**config.mk**
```make
export PLATFORM = sky130hd
export DESIGN_NAME = demux_fifos
export DESIGN_NICKNAME = d
export VERILOG_FILES = /design/src/rtl/demux_fifos.sv
export SDC_FILE = /design/constraint.sdc
export NUM_CORES = 1
export LEC_CHECK = 0
export BUFFER_PORTS_ARGS = -buffer_cell sky130_fd_sc_hd__buf_2
export CAP_MARGIN = 20
export CORE_MARGIN = 2
export CORE_UTILIZATION = 55
export DETAILED_ROUTE_END_ITERATION = 10
export GPL_TIMING_DRIVEN = 0
export PLACE_DENSITY = 0.75
export SETUP_SLACK_MARGIN = 0.4
export SYNTH_ARGS = -nofsm -noshare
export SYNTH_HDL_FRONTEND = slang
export SYNTH_SLANG_ARGS = --single-unit
```
**constraint.sdc**
```tcl
create_clock -name clk -period 3.1 [get_ports clk]
set_clock_uncertainty 0.05 [all_clocks]
set_input_delay 0.31 -clock clk [delete_from_list [all_inputs] [get_ports clk]]
set_output_delay 0.31 -clock clk [all_outputs]
set_load 0.02 [all_outputs]
```
**src/rtl/demux_fifos.sv**
```systemverilog
// demux_fifos: routes each accepted word into one of NUM_REQS first-word-fall-through queues.
// Define DEMUX_BAD_DEST_EN for a sticky bad_dest flag on transfers to nonexistent queues.
module demux_fifos #(
  parameter int NUM_REQS = 4,
  parameter int WIDTH    = 8,
  parameter int DEPTH    = 4,
  parameter int DWID     = $clog2(NUM_REQS)
) (
  input  logic                      clk,
  input  logic                      rst,
  input  logic                      valid,
  input  logic [DWID-1:0]           dest,
  input  logic [WIDTH-1:0]          data_in,
  output logic                      ready,
  input  logic [NUM_REQS-1:0]       pop,
  output logic [NUM_REQS*WIDTH-1:0] flat_data_out,
  output logic [NUM_REQS-1:0]       empty,
  output logic [NUM_REQS-1:0]       full,
  output logic                      bad_dest
);
  localparam int PW = $clog2(DEPTH);
  localparam int CW = $clog2(DEPTH + 1);
  logic full_sel;
  // Out-of-range destinations match no queue, so they always see ready=1 and are dropped.
  always_comb begin
    full_sel = 1'b0;
    for (int i = 0; i < NUM_REQS; i++) full_sel = full_sel | (full[i] & (dest == DWID'(i)));
  end
  assign ready = ~full_sel;
  for (genvar q = 0; q < NUM_REQS; q++) begin : g_q
    logic [WIDTH-1:0] mem [DEPTH];
    logic [PW-1:0]    rp, wp;
    logic [CW-1:0]    cnt;
    logic             push, pull;
    assign push = valid & ready & (dest == DWID'(q));
    assign pull = pop[q] & ~empty[q];
    assign empty[q] = cnt == '0;
    assign full[q] = cnt == CW'(DEPTH);
    assign flat_data_out[q*WIDTH +: WIDTH] = empty[q] ? '0 : mem[rp];
    always_ff @(posedge clk or negedge rst) begin
      if (!rst) begin
        rp  <= '0;
        wp  <= '0;
        cnt <= '0;
      end else begin
        if (push) wp <= (wp == PW'(DEPTH - 1)) ? '0 : wp + 1'b1;
        if (pull) rp <= (rp == PW'(DEPTH - 1)) ? '0 : rp + 1'b1;
        cnt <= cnt + CW'(push) - CW'(pull);
      end
    end
    always_ff @(posedge clk) begin
      if (push) mem[wp] <= data_in;
    end
  end
`ifdef DEMUX_BAD_DEST_EN
  always_ff @(posedge clk or negedge rst) begin
    if (!rst) bad_dest <= 1'b0;
    else if (valid & (32'(dest) >= NUM_REQS)) bad_dest <= 1'b1;
  end
`else
  assign bad_dest = 1'b0;
`endif
endmodule

```
==> results of run 1 <==
[what timing repair did]
| item | in CTS | in global routing |
|---|---|---|
| setup buffers | 0 | 2 |
| pin swaps | 0 | 0 |
| hold endpoints to repair | 28 | 0 |
| setup endpoints to repair | 2 | 3 |
| hold buffers | 1 | 0 |
| resized for setup | 3 | 7 |
| gates cloned | 0 | 0 |
[layer usage]
layer | routed length, µm | up-vias | track usage, %
li1 | - | 1497 | -
met1 | 5030 | 1633 | 24.8
met2 | 5250 | 77 | 28.5
met3 | 447 | 22 | 4.57
met4 | 380 | 0 | 9.43
met5 | 0 | - | 0
[layout make-up]
class / count / share of cell area, %
Sequential cell: 156 / 58.6
Multi-Input combinational cell: 166 / 25.4
Clock buffer: 24 / 6.33
Timing Repair Buffer: 60 / 4.00
Tap cell: 147 / 2.37
Clock inverter: 8 / 1.47
Inverter: 26 / 1.26
Buffer: 10 / 0.612
[placed cells by master (no fill, tap or decap), types with 5 or more instances in the layout]
master                        n
sky130_fd_sc_hd__edfxtp_1   128
sky130_fd_sc_hd__buf_2       62
sky130_fd_sc_hd__nor2b_1     36
sky130_fd_sc_hd__mux4_2      32
sky130_fd_sc_hd__ha_1        28
sky130_fd_sc_hd__inv_1       26
sky130_fd_sc_hd__dfrtp_1     26
sky130_fd_sc_hd__clkbuf_16   17
sky130_fd_sc_hd__and2_1      16
sky130_fd_sc_hd__mux2_2      14
sky130_fd_sc_hd__nor2_1       8
sky130_fd_sc_hd__clkbuf_1     7
sky130_fd_sc_hd__xnor2_1      5
[worst paths after layout]
check | start | end | slack (ns) | depth (start not counted)
worst max-delay path | g_q[1].cnt[1]$_DFF_PN0_ | g_q[1].cnt[2]$_DFF_PN0_ | 0.52 | 11
worst min-delay path | data_in[2] | g_q[3].mem[2][2]$_DFFE_PP_ | 0.26 | 1
worst max register to register | g_q[1].cnt[1]$_DFF_PN0_ | g_q[1].cnt[2]$_DFF_PN0_ | 0.52 | 11
worst min register to register | g_q[3].cnt[2]$_DFF_PN0_ | g_q[3].cnt[2]$_DFF_PN0_ | 0.47 | 1
max in group asynchronous | rst | g_q[1].cnt[2]$_DFF_PN0_ | 2.15 | 2
min in group asynchronous | rst | g_q[1].wp[1]$_DFFE_PN0P_ | 0.40 | 2
[sequential cells by signal (all words and copies together), names as in the netlist]
register / cells
g_q.wp: 8
g_q.rp: 8
g_q.mem: 128
g_q.cnt: 12
[critical path: stages, from the launching register on]
cell                      delay, ns
sky130_fd_sc_hd__dfrtp_2       0.45
sky130_fd_sc_hd__or3b_4        0.41
sky130_fd_sc_hd__and4b_1       0.20
sky130_fd_sc_hd__buf_2         0.16
sky130_fd_sc_hd__inv_1         0.07
sky130_fd_sc_hd__ha_1          0.22
sky130_fd_sc_hd__inv_1         0.06
sky130_fd_sc_hd__ha_1          0.14
sky130_fd_sc_hd__inv_1         0.06
sky130_fd_sc_hd__fa_2          0.37
sky130_fd_sc_hd__xnor2_2       0.15
sky130_fd_sc_hd__xnor2_1       0.12
[stage by stage]
stage	worst slack [ns]	std cells
floorplan	0.460	358
global placement	0.472	562
detailed placement	0.362	562
CTS	0.408	595
global route	0.376	597
finish	0.517	597
[logic make-up (layout without fill, tap and decap cells)]
logic type,count (synthesis),count (layout),synth area share (%)
flops,156,156,68.6
mux,49,49,13.9
compound gates,2,2,0.227
fa+ha+maj,32,32,6.50
simple gates,74,74,7.48
xor+xnor,8,8,1.06
other cells,1,1,0.0566
buf+inv,36,128,2.19
[power by group]
group          switching, mW  internal (mW)  leakage [nW]
logic                   1.37           1.18          1.16
clock network          0.737           1.34         0.301
registers              0.240           2.58          1.48
total                   2.35           5.09          2.95
==> impl_metrics.env, run 1 <==
export IMPL_synthCells=358
export IMPL_dominantRegCellSynth="sky130_fd_sc_hd__edfxtp_1"
export IMPL_relSlewSlack_pct=57.3
export IMPL_ys_async_sr_fraction_pct=17.9
export IMPL_synthesized_area_per_cell_um2=18.5
export IMPL_synthesized_nets=407
export IMPL_min_path_type="input port to flip-flop"
export IMPL_detail_route_wl_per_cell_um=18.6
export IMPL_yosysTopAreaCell="sky130_fd_sc_hd__edfxtp_1"
export IMPL_floorplan_die_width_um=114
export IMPL_final_setup_viol_count=0
export IMPL_layout_filler_cells=808
export IMPL_final_worst_path_cycle_share_pct=83.3
export IMPL_worstPathArrival_ns=2.84
export IMPL_globalplace_congestion=0.700
export IMPL_coreArea_um2=11900
export IMPL_synthMostInstantiatedCell="sky130_fd_sc_hd__edfxtp_1"
export IMPL_cts_sink_count=156
export IMPL_ys_seq_elements=156
export IMPL_die_height_um=114
export IMPL_tightestPinTransition_ns=0.641
export IMPL_worst_endpoint_required_ns=3.36
export IMPL_total_power_mw=7.45
export IMPL_grt_usage_pct=18.4
export IMPL_seqCellArea_um2=4550
export IMPL_detail_route_iter0_violations=181
export IMPL_gr_total_overflow=0
export IMPL_cellLeakagePower_nw=2.95
export IMPL_ys_warn_count=0
export IMPL_place_port_buffers=57
export IMPL_rsz0062_at_grt="true"
export IMPL_synth_distinct_cells=30
export IMPL_number_of_nets_in_the_layout=486
export IMPL_insertion_delay_ns=0.42
export IMPL_final_core_utilization_pct=65.5
export IMPL_power_per_cell_area_nw_per_um2=959
export IMPL_clock_tree_htree_level_count=4
export IMPL_startpoint_type="flip-flop"
export IMPL_multi_input_comb_area_um2=1970
export IMPL_post_synth_main_area_contributors="sky130_fd_sc_hd__edfxtp_1 58%, sky130_fd_sc_hd__mux4_2 11%, sky130_fd_sc_hd__dfrtp_1 11%"
export IMPL_yosysSeqAreaShare_pct=68.6
export IMPL_finalInstanceArea_um2=7760
export IMPL_initial_core_util_pct=55.8
export IMPL_routed_via_count=3229
export IMPL_wl_mm=11.1
export IMPL_grt_pass1_vias=3250
export IMPL_drt_pass1_iter_count=4
export IMPL_outcome="finished, final reports clean"
export IMPL_area_growth_syn_to_fin_pct=17.2
export IMPL_finalMaxSlewViolations=0
export IMPL_clkSlewWorstSetupHoldPaths_ns=0.06
export IMPL_max_vdd_ir_drop_mv=0.547
export IMPL_boundaryPins=59
export IMPL_synth_cells_most_frequent="128 x sky130_fd_sc_hd__edfxtp_1, 36 x sky130_fd_sc_hd__nor2b_1, 32 x sky130_fd_sc_hd__mux4_2"
export IMPL_finalSetupTns_ns=0
export IMPL_grt_first_pass_wirelength_mm=17.0
export IMPL_drc_errors=0
export IMPL_fmaxAchievable_mhz=387
export IMPL_place_hpwl_mm=7.14
export IMPL_cts_buffers=17
export IMPL_cts_max_path_buffers=2
export IMPL_post_route_min_period_ns=2.58
export IMPL_timing_hold_violations_final=0
export IMPL_root_buffer="sky130_fd_sc_hd__clkbuf_16"
export IMPL_cts_tree="yes"
export IMPL_postRouteAntennaNets=0
export IMPL_synth_edf_count=128
export IMPL_syn_cell_area_um2=6620
export IMPL_final_layout_size_suffix_gt1_share_pct=34.4
export IMPL_critPathKind="flip-flop to flip-flop"
export IMPL_vias_per_cell=5.41
export IMPL_worstSetupEndpointType="flip-flop"
export IMPL_die_area_um2=12900
export IMPL_num_antenna_cells=0
export IMPL_postPlaceCellArea_um2=7090
export IMPL_netlist_area_leader_share_pct=58.0
export IMPL_crit_fanout=7
export IMPL_maxCapViolCount=0
export IMPL_num_rows=40
export IMPL_grt_antenna_before_repair=0
export IMPL_largest_net_degree_at_the_start_of_global_routing=29
export IMPL_fin_worst_hold_slack_ns=0.262
(Power assumes the default switching activity.)
==> run 2, diff against run 1 <==
==> constraint.sdc (replaced) <==
create_clock -name clk -period 2.4 [get_ports clk]
set_clock_uncertainty 0.05 [all_clocks]
set_input_delay 0.24 -clock clk [delete_from_list [all_inputs] [get_ports clk]]
set_output_delay 0.24 -clock clk [all_outputs]
set_load 0.02 [all_outputs]
==> run 2 against run 1 <==
Net effect: hold slack lost 0.077 ns; setup slack worse by 0.50 ns; wire length rose by 21%; flip-flop and latch count stayed put; largest power group is now combinational cells.
==> impl_metrics.env, run 2 (synthesis results as in run 1) <==
export IMPL_outcome="finished, final reports clean"
export IMPL_timing_hold_violations_final=0
export IMPL_power_combinational_fraction_pct=43.2
export IMPL_clock_tree_htree_level_count=4
export IMPL_place_port_buffers=57
export IMPL_switching_power_mw=3.69
export IMPL_initial_core_util_pct=55.8
export IMPL_postRouteAntennaNets=0
export IMPL_final_common_cell="sky130_fd_sc_hd__edfxtp_1"
export IMPL_dp_cells=562
export IMPL_finalInstanceArea_um2=8800
export IMPL_grt_first_pass_wirelength_mm=19.5
export IMPL_r2r_start="g_q[1].cnt[1]$_DFF_PN0_"
export IMPL_critPathKind="flip-flop to flip-flop"
export IMPL_drt_pass1_iter_count=4
export IMPL_postPlaceCellArea_um2=7220
export IMPL_coreArea_um2=11900
export IMPL_layout_cells_most_common_list="128 x sky130_fd_sc_hd__edfxtp_1, 36 x sky130_fd_sc_hd__buf_4, 32 x sky130_fd_sc_hd__mux4_2, 32 x sky130_fd_sc_hd__buf_2, 30 x sky130_fd_sc_hd__buf_6"
export IMPL_final_layout_size_suffix_gt1_share_pct=53.6
export IMPL_die_height_um=114
export IMPL_worstPathArrival_ns=2.64
export IMPL_r2r_end="g_q[1].cnt[2]$_DFF_PN0_"
export IMPL_globalplace_congestion=0.745
export IMPL_detail_route_wl_per_cell_um=21.1
export IMPL_place_hpwl_mm=7.50
export IMPL_cts_max_path_buffers=2
export IMPL_grt_usage_pct=21.2
export IMPL_grt_pass1_vias=3670
export IMPL_largest_register_ff_count=128
export IMPL_cellLeakagePower_nw=3.42
export IMPL_wl_mm=13.5
export IMPL_drc_errors=0
export IMPL_top_register="g_q.mem"
export IMPL_holdCritStartpoint="data_in[1]"
export IMPL_cts_sink_count=156
export IMPL_startpoint_type="flip-flop"
export IMPL_internal_power_mw=8.02
export IMPL_finalMaxSlewViolations=0
export IMPL_worst_endpoint_required_ns=2.65
export IMPL_power_per_cell_area_nw_per_um2=1330
export IMPL_crit_fanout=2
export IMPL_final_core_utilization_pct=74.2
export IMPL_relSlewSlack_pct=51.3
export IMPL_worstSetupEndpointType="flip-flop"
export IMPL_post_route_min_period_ns=2.39
export IMPL_max_vdd_ir_drop_mv=0.587
export IMPL_number_of_nets_in_the_layout=527
export IMPL_rr_worst_depth=11
export IMPL_num_rows=40
export IMPL_whs_endpoint="g_q[0].mem[3][1]$_DFFE_PP_"
export IMPL_rsz0062_at_grt="true"
export IMPL_switching_share_of_total_power_pct=31.5
export IMPL_clkSlewWorstSetupHoldPaths_ns=0.06
export IMPL_p_seq_share_pct=31.5
export IMPL_min_path_type="input port to flip-flop"
export IMPL_grt_antenna_before_repair=0
export IMPL_gr_total_overflow=0
export IMPL_fmaxAchievable_mhz=419
export IMPL_total_power_mw=11.7
export IMPL_detail_route_iter0_violations=178
export IMPL_die_area_um2=12900
export IMPL_final_setup_viol_count=0
export IMPL_routed_via_count=3501
export IMPL_num_antenna_cells=0
export IMPL_cts_tree="yes"
export IMPL_maxCapViolCount=0
export IMPL_final_worst_path_cycle_share_pct=99.5
export IMPL_finalSetupTns_ns=0
export IMPL_share_clk_of_total_power_pct=25.3
export IMPL_ff2ff_setup_slack_ns=0.01
export IMPL_root_buffer="sky130_fd_sc_hd__clkbuf_16"
export IMPL_holdPathStages=1
export IMPL_boundaryPins=59
export IMPL_largest_net_degree_at_the_start_of_global_routing=29
export IMPL_final_std_cells_w_o_fill=638
export IMPL_insertion_delay_ns=0.42
export IMPL_area_growth_syn_to_fin_pct=32.8
export IMPL_layout_top_registers="g_q.mem x128, g_q.cnt x12"
export IMPL_cts_buffers=17
export IMPL_floorplan_die_width_um=114
export IMPL_vias_per_cell=5.49
export IMPL_tightestPinTransition_ns=0.731
run 2: cell types whose count changed in the layout (fill, tap and decap cells not counted), sizes merged:
cell / before / now
clkinvlp: 0 / 4
bufinv: 3 / 5
clkbuf: 28 / 25
buf: 65 / 104
clkinv: 5 / 4
run 2: critical path, cell delays in order (launching register included):
cell	delay [ns]
sky130_fd_sc_hd__dfrtp_2	0.41
sky130_fd_sc_hd__or3b_4	0.40
sky130_fd_sc_hd__and4b_1	0.21
sky130_fd_sc_hd__buf_6	0.13
sky130_fd_sc_hd__inv_4	0.05
sky130_fd_sc_hd__ha_4	0.19
sky130_fd_sc_hd__inv_4	0.05
sky130_fd_sc_hd__ha_4	0.13
sky130_fd_sc_hd__inv_2	0.04
sky130_fd_sc_hd__fa_2	0.34
sky130_fd_sc_hd__xnor2_2	0.15
sky130_fd_sc_hd__xnor2_1	0.12
run 2: power groups by stage:
stage               logic [mW]  clock network, mW  registers, mW
global route              5.42               3.11           3.73
detailed placement        3.40                  0           3.74
floorplan                 2.51                  0           3.67
CTS                       4.61               2.99           3.66
finish                    5.06               2.96           3.69
global placement          3.25                  0           3.70
run 2: final cells by class:
cell class	count	area, µm²
flip-flops and latches	156	4560
clock buffers	19	453
fillers	657	3070
repair buffers	101	873
inverters	26	103
plain buffers	10	95.1
multi-input cells	166	2310
well taps	147	184
clock inverters	13	215
run 2: metrics by stage:
step | setup slack, ns | hold slack, ns
floorplan | 0.0500 | -0.106
global placement | 0.00521 | 0.275
detailed placement | -0.0679 | 0.285
CTS | 0.0782 | 0.168
global route | -0.0230 | 0.170
finish | 0.0127 | 0.186
run 2: how the worst max path moves through the flow:
stage / end / slack (ns) / startpoint / depth (start not counted)
global placement: g_q[2].cnt[2]$_DFF_PN0_ / 0.005 / g_q[2].cnt[2]$_DFF_PN0_ / 10
CTS: g_q[1].cnt[2]$_DFF_PN0_ / 0.08 / g_q[1].cnt[1]$_DFF_PN0_ / 11
global route: g_q[1].cnt[2]$_DFF_PN0_ / -0.02 / g_q[1].cnt[1]$_DFF_PN0_ / 11
detailed placement: g_q[1].cnt[2]$_DFF_PN0_ / -0.07 / g_q[1].cnt[0]$_DFF_PN0_ / 11
floorplan: g_q[1].cnt[2]$_DFF_PN0_ / 0.05 / g_q[1].cnt[0]$_DFF_PN0_ / 11
finish: g_q[1].cnt[2]$_DFF_PN0_ / 0.01 / g_q[1].cnt[1]$_DFF_PN0_ / 11
run 2: routing by layer:
metal	vias to the layer above	part of all wire [%]	global-route usage [%]
li1	1577	-	-
met1	1783	39	26.5
met2	118	53	36.2
met3	23	5.6	5.47
met4	0	1.8	7.56
met5	-	0	0
run 2: timing repair:
item / in CTS / in global routing
gates resized for setup: 96 / 49
pin swaps: 14 / 9
hold endpoints to repair: 28 / 0
gates cloned: 4 / 1
hold buffers: 1 / 0
setup endpoints to repair: 74 / 43
setup buffers: 31 / 7
==> run 3, diff against run 2 <==
--- a/config.mk
+++ b/config.mk
@@ -7,8 +7,10 @@
 export LEC_CHECK = 0
 export BUFFER_PORTS_ARGS = -buffer_cell sky130_fd_sc_hd__buf_2
 export CAP_MARGIN = 20
+export CORE_ASPECT_RATIO = 1.75
 export CORE_MARGIN = 2
 export CORE_UTILIZATION = 55
+export CTS_CLUSTER_SIZE = 12
 export DETAILED_ROUTE_END_ITERATION = 10
 export GPL_TIMING_DRIVEN = 0
 export PLACE_DENSITY = 0.75
==> run 3 against run 2 <==
Net effect: final area down 2.6%; first-iteration DRC count up 69%; sequential share of layout area up 1.4 points; setup slack better by 0.041 ns; final cell count down 3.3%; wire length down 3.5%; highest routed layer unchanged; non-clock buffer count down 10; die area up 0.27%; clock power down 13%; critical path depth unchanged; maximum frequency up 1.7%; clock-buffer cell count up 4.
==> impl_metrics.env, run 3 (synthesis results as in run 1) <==
export IMPL_detail_route_wl_per_cell_um=21.1
export IMPL_cts_tree="yes"
export IMPL_detail_route_iter0_violations=300
export IMPL_grt_usage_pct=20.7
export IMPL_tightestPinTransition_ns=0.726
export IMPL_clkSlewWorstSetupHoldPaths_ns=0.06
export IMPL_startpoint_type="flip-flop"
export IMPL_layout_cells_most_common_list="128 x sky130_fd_sc_hd__edfxtp_1, 32 x sky130_fd_sc_hd__mux4_2, 32 x sky130_fd_sc_hd__buf_4"
export IMPL_p_seq_share_pct=33.2
export IMPL_area_growth_syn_to_fin_pct=29.3
export IMPL_boundaryPins=59
export IMPL_switching_power_mw=3.53
export IMPL_groute_layer_met1_usage_pct=23.8
export IMPL_globalplace_congestion=0.740
export IMPL_busiest_layer="met2"
export IMPL_num_rows=53
export IMPL_vias_per_cell=5.58
export IMPL_cp_num_buf_inv=4
export IMPL_met2_use_gr_pct=37.1
export IMPL_routed_via_count=3440
export IMPL_largest_register_ff_count=128
export IMPL_post_route_min_period_ns=2.35
export IMPL_relSlewSlack_pct=51.6
export IMPL_insertion_delay_ns=0.41
export IMPL_rsz0062_at_grt="true"
export IMPL_fmaxAchievable_mhz=426
export IMPL_floorplan_die_width_um=87.0
export IMPL_number_of_nets_in_the_layout=517
export IMPL_final_common_cell="sky130_fd_sc_hd__edfxtp_1"
export IMPL_final_setup_viol_count=0
export IMPL_crit_path_cell_trace="or3b_4, and4b_1, buf_6, inv_4, ha_4, inv_2, ha_4, inv_2, fa_2, xnor2_2, xnor2_1"
export IMPL_die_height_um=149
export IMPL_grt_first_pass_wirelength_mm=19.3
export IMPL_maxCapViolCount=0
export IMPL_power_per_cell_area_nw_per_um2=1300
export IMPL_internal_power_mw=7.61
export IMPL_cellLeakagePower_nw=3.31
export IMPL_multi_input_comb_area_um2=2280
export IMPL_critPathSlowestCell="sky130_fd_sc_hd__dfrtp_2"
export IMPL_grt_antenna_before_repair=0
export IMPL_die_area_um2=13000
export IMPL_grt_met3_usage_pct=5.15
export IMPL_top_register="g_q.mem"
export IMPL_grt_pass1_vias=3610
export IMPL_place_hpwl_mm=7.62
export IMPL_dp_cells=552
export IMPL_worstPathArrival_ns=2.59
export IMPL_worst_endpoint_required_ns=2.65
export IMPL_layout_top_registers="g_q.mem x128, g_q.cnt x12"
export IMPL_max_vdd_ir_drop_mv=0.809
export IMPL_gr_total_overflow=0
export IMPL_min_path_type="input port to flip-flop"
export IMPL_crit_fanout=4
export IMPL_initial_core_util_pct=55.8
export IMPL_postRouteAntennaNets=0
export IMPL_share_clk_of_total_power_pct=23.2
export IMPL_critical_path_max_stage_delay_ns=0.43
export IMPL_wl_mm=13.0
export IMPL_total_power_mw=11.1
export IMPL_cts_max_path_buffers=2
export IMPL_final_layout_size_suffix_gt1_share_pct=49.8
export IMPL_finalMaxSlewViolations=0
export IMPL_cts_buffers=17
export IMPL_path_delay_family="adder cells"
export IMPL_final_std_cells_w_o_fill=617
export IMPL_outcome="finished, final reports clean"
export IMPL_worstSetupEndpointType="flip-flop"
export IMPL_critPathKind="flip-flop to flip-flop"
export IMPL_layout_filler_cells=679
export IMPL_drt_pass1_iter_count=4
export IMPL_num_antenna_cells=0
export IMPL_final_worst_path_cycle_share_pct=97.8
export IMPL_power_combinational_fraction_pct=43.6
export IMPL_place_port_buffers=57
export IMPL_largest_net_degree_at_the_start_of_global_routing=29
export IMPL_root_buffer="sky130_fd_sc_hd__clkbuf_16"
export IMPL_cts_sink_count=156
export IMPL_coreArea_um2=11900
export IMPL_drc_errors=0
export IMPL_timing_hold_violations_final=0
export IMPL_clock_tree_htree_level_count=4
export IMPL_switching_share_of_total_power_pct=31.7
export IMPL_seqCellArea_um2=4560
-- run 3: cell count changes in the layout (fill, tap and decap cells not counted), sizes merged --
cell	change
clkinvlp	-3
buf	-10
bufinv	-2
clkbuf	+4
-- run 3: final cells by class --
| class | count | share of cell area, % |
|---|---|---|
| multi-input cells | 166 | 26.6 |
| plain buffers | 10 | 1.11 |
| inverters | 26 | 1.17 |
| flip-flops and latches | 156 | 53.2 |
| repair buffers | 91 | 9.26 |
| clock inverters | 8 | 1.40 |
| clock buffers | 23 | 5.23 |
| well taps | 137 | 2.00 |
-- run 3: per-stage QoR --
step	worst slack (ns)	area [µm²]	TNS, ns	hold WS (ns)	utilization (%)
global route	-0.0135	8560	-0.0135	0.171	72.2
finish	0.0532	8560	0	0.183	72.2
CTS	0.0213	8260	0	0.177	69.6
global placement	-0.0214	7200	-0.0214	0.281	60.7
floorplan	0.0500	6750	0	-0.106	-
detailed placement	-0.0459	7200	-0.0459	0.280	60.7
-- run 3: worst paths after layout --
check	from	endpoint	slack (ns)	cells past startpoint
max reg2reg	g_q[1].cnt[1]$_DFF_PN0_	g_q[1].cnt[2]$_DFF_PN0_	0.05	11
min reg2reg	g_q[2].wp[1]$_DFFE_PN0P_	g_q[2].wp[1]$_DFFE_PN0P_	0.53	1
min	data_in[7]	g_q[0].mem[3][7]$_DFFE_PP_	0.18	1
max in group asynchronous	rst	g_q[1].cnt[1]$_DFF_PN0_	1.41	2
min in group asynchronous	rst	g_q[3].rp[1]$_DFFE_PN0P_	0.36	2
max	g_q[1].cnt[1]$_DFF_PN0_	g_q[1].cnt[2]$_DFF_PN0_	0.05	11
-- run 3: power groups by stage --
stage          logic [mW]  registers, mW  clock network, mW
2_1_floorplan        2.51           3.67                  0
4_1_cts              4.21           3.70               2.61
3_3_place_gp         3.27           3.70                  0
6_report             4.86           3.69               2.59
5_1_grt              5.18           3.74               2.75
3_5_place_dp         3.38           3.74                  0
-- run 3: metal layers --
layer | part of all wire (%) | vias up
met3 | 3.4 | 14
met2 | 57 | 78
li1 | - | 1559
met5 | 0 | -
met4 | 2.3 | 0
met1 | 38 | 1789
-- run 3: repair_timing --
| item | CTS | global route |
|---|---|---|
| hold endpoints to repair | 28 | 0 |
| pin swaps | 15 | 4 |
| buffers inserted | 23 | 6 |
| cloned | 4 | 0 |
| gates resized for setup | 63 | 71 |
| hold buffers | 1 | 0 |
| setup endpoints to repair | 41 | 73 |
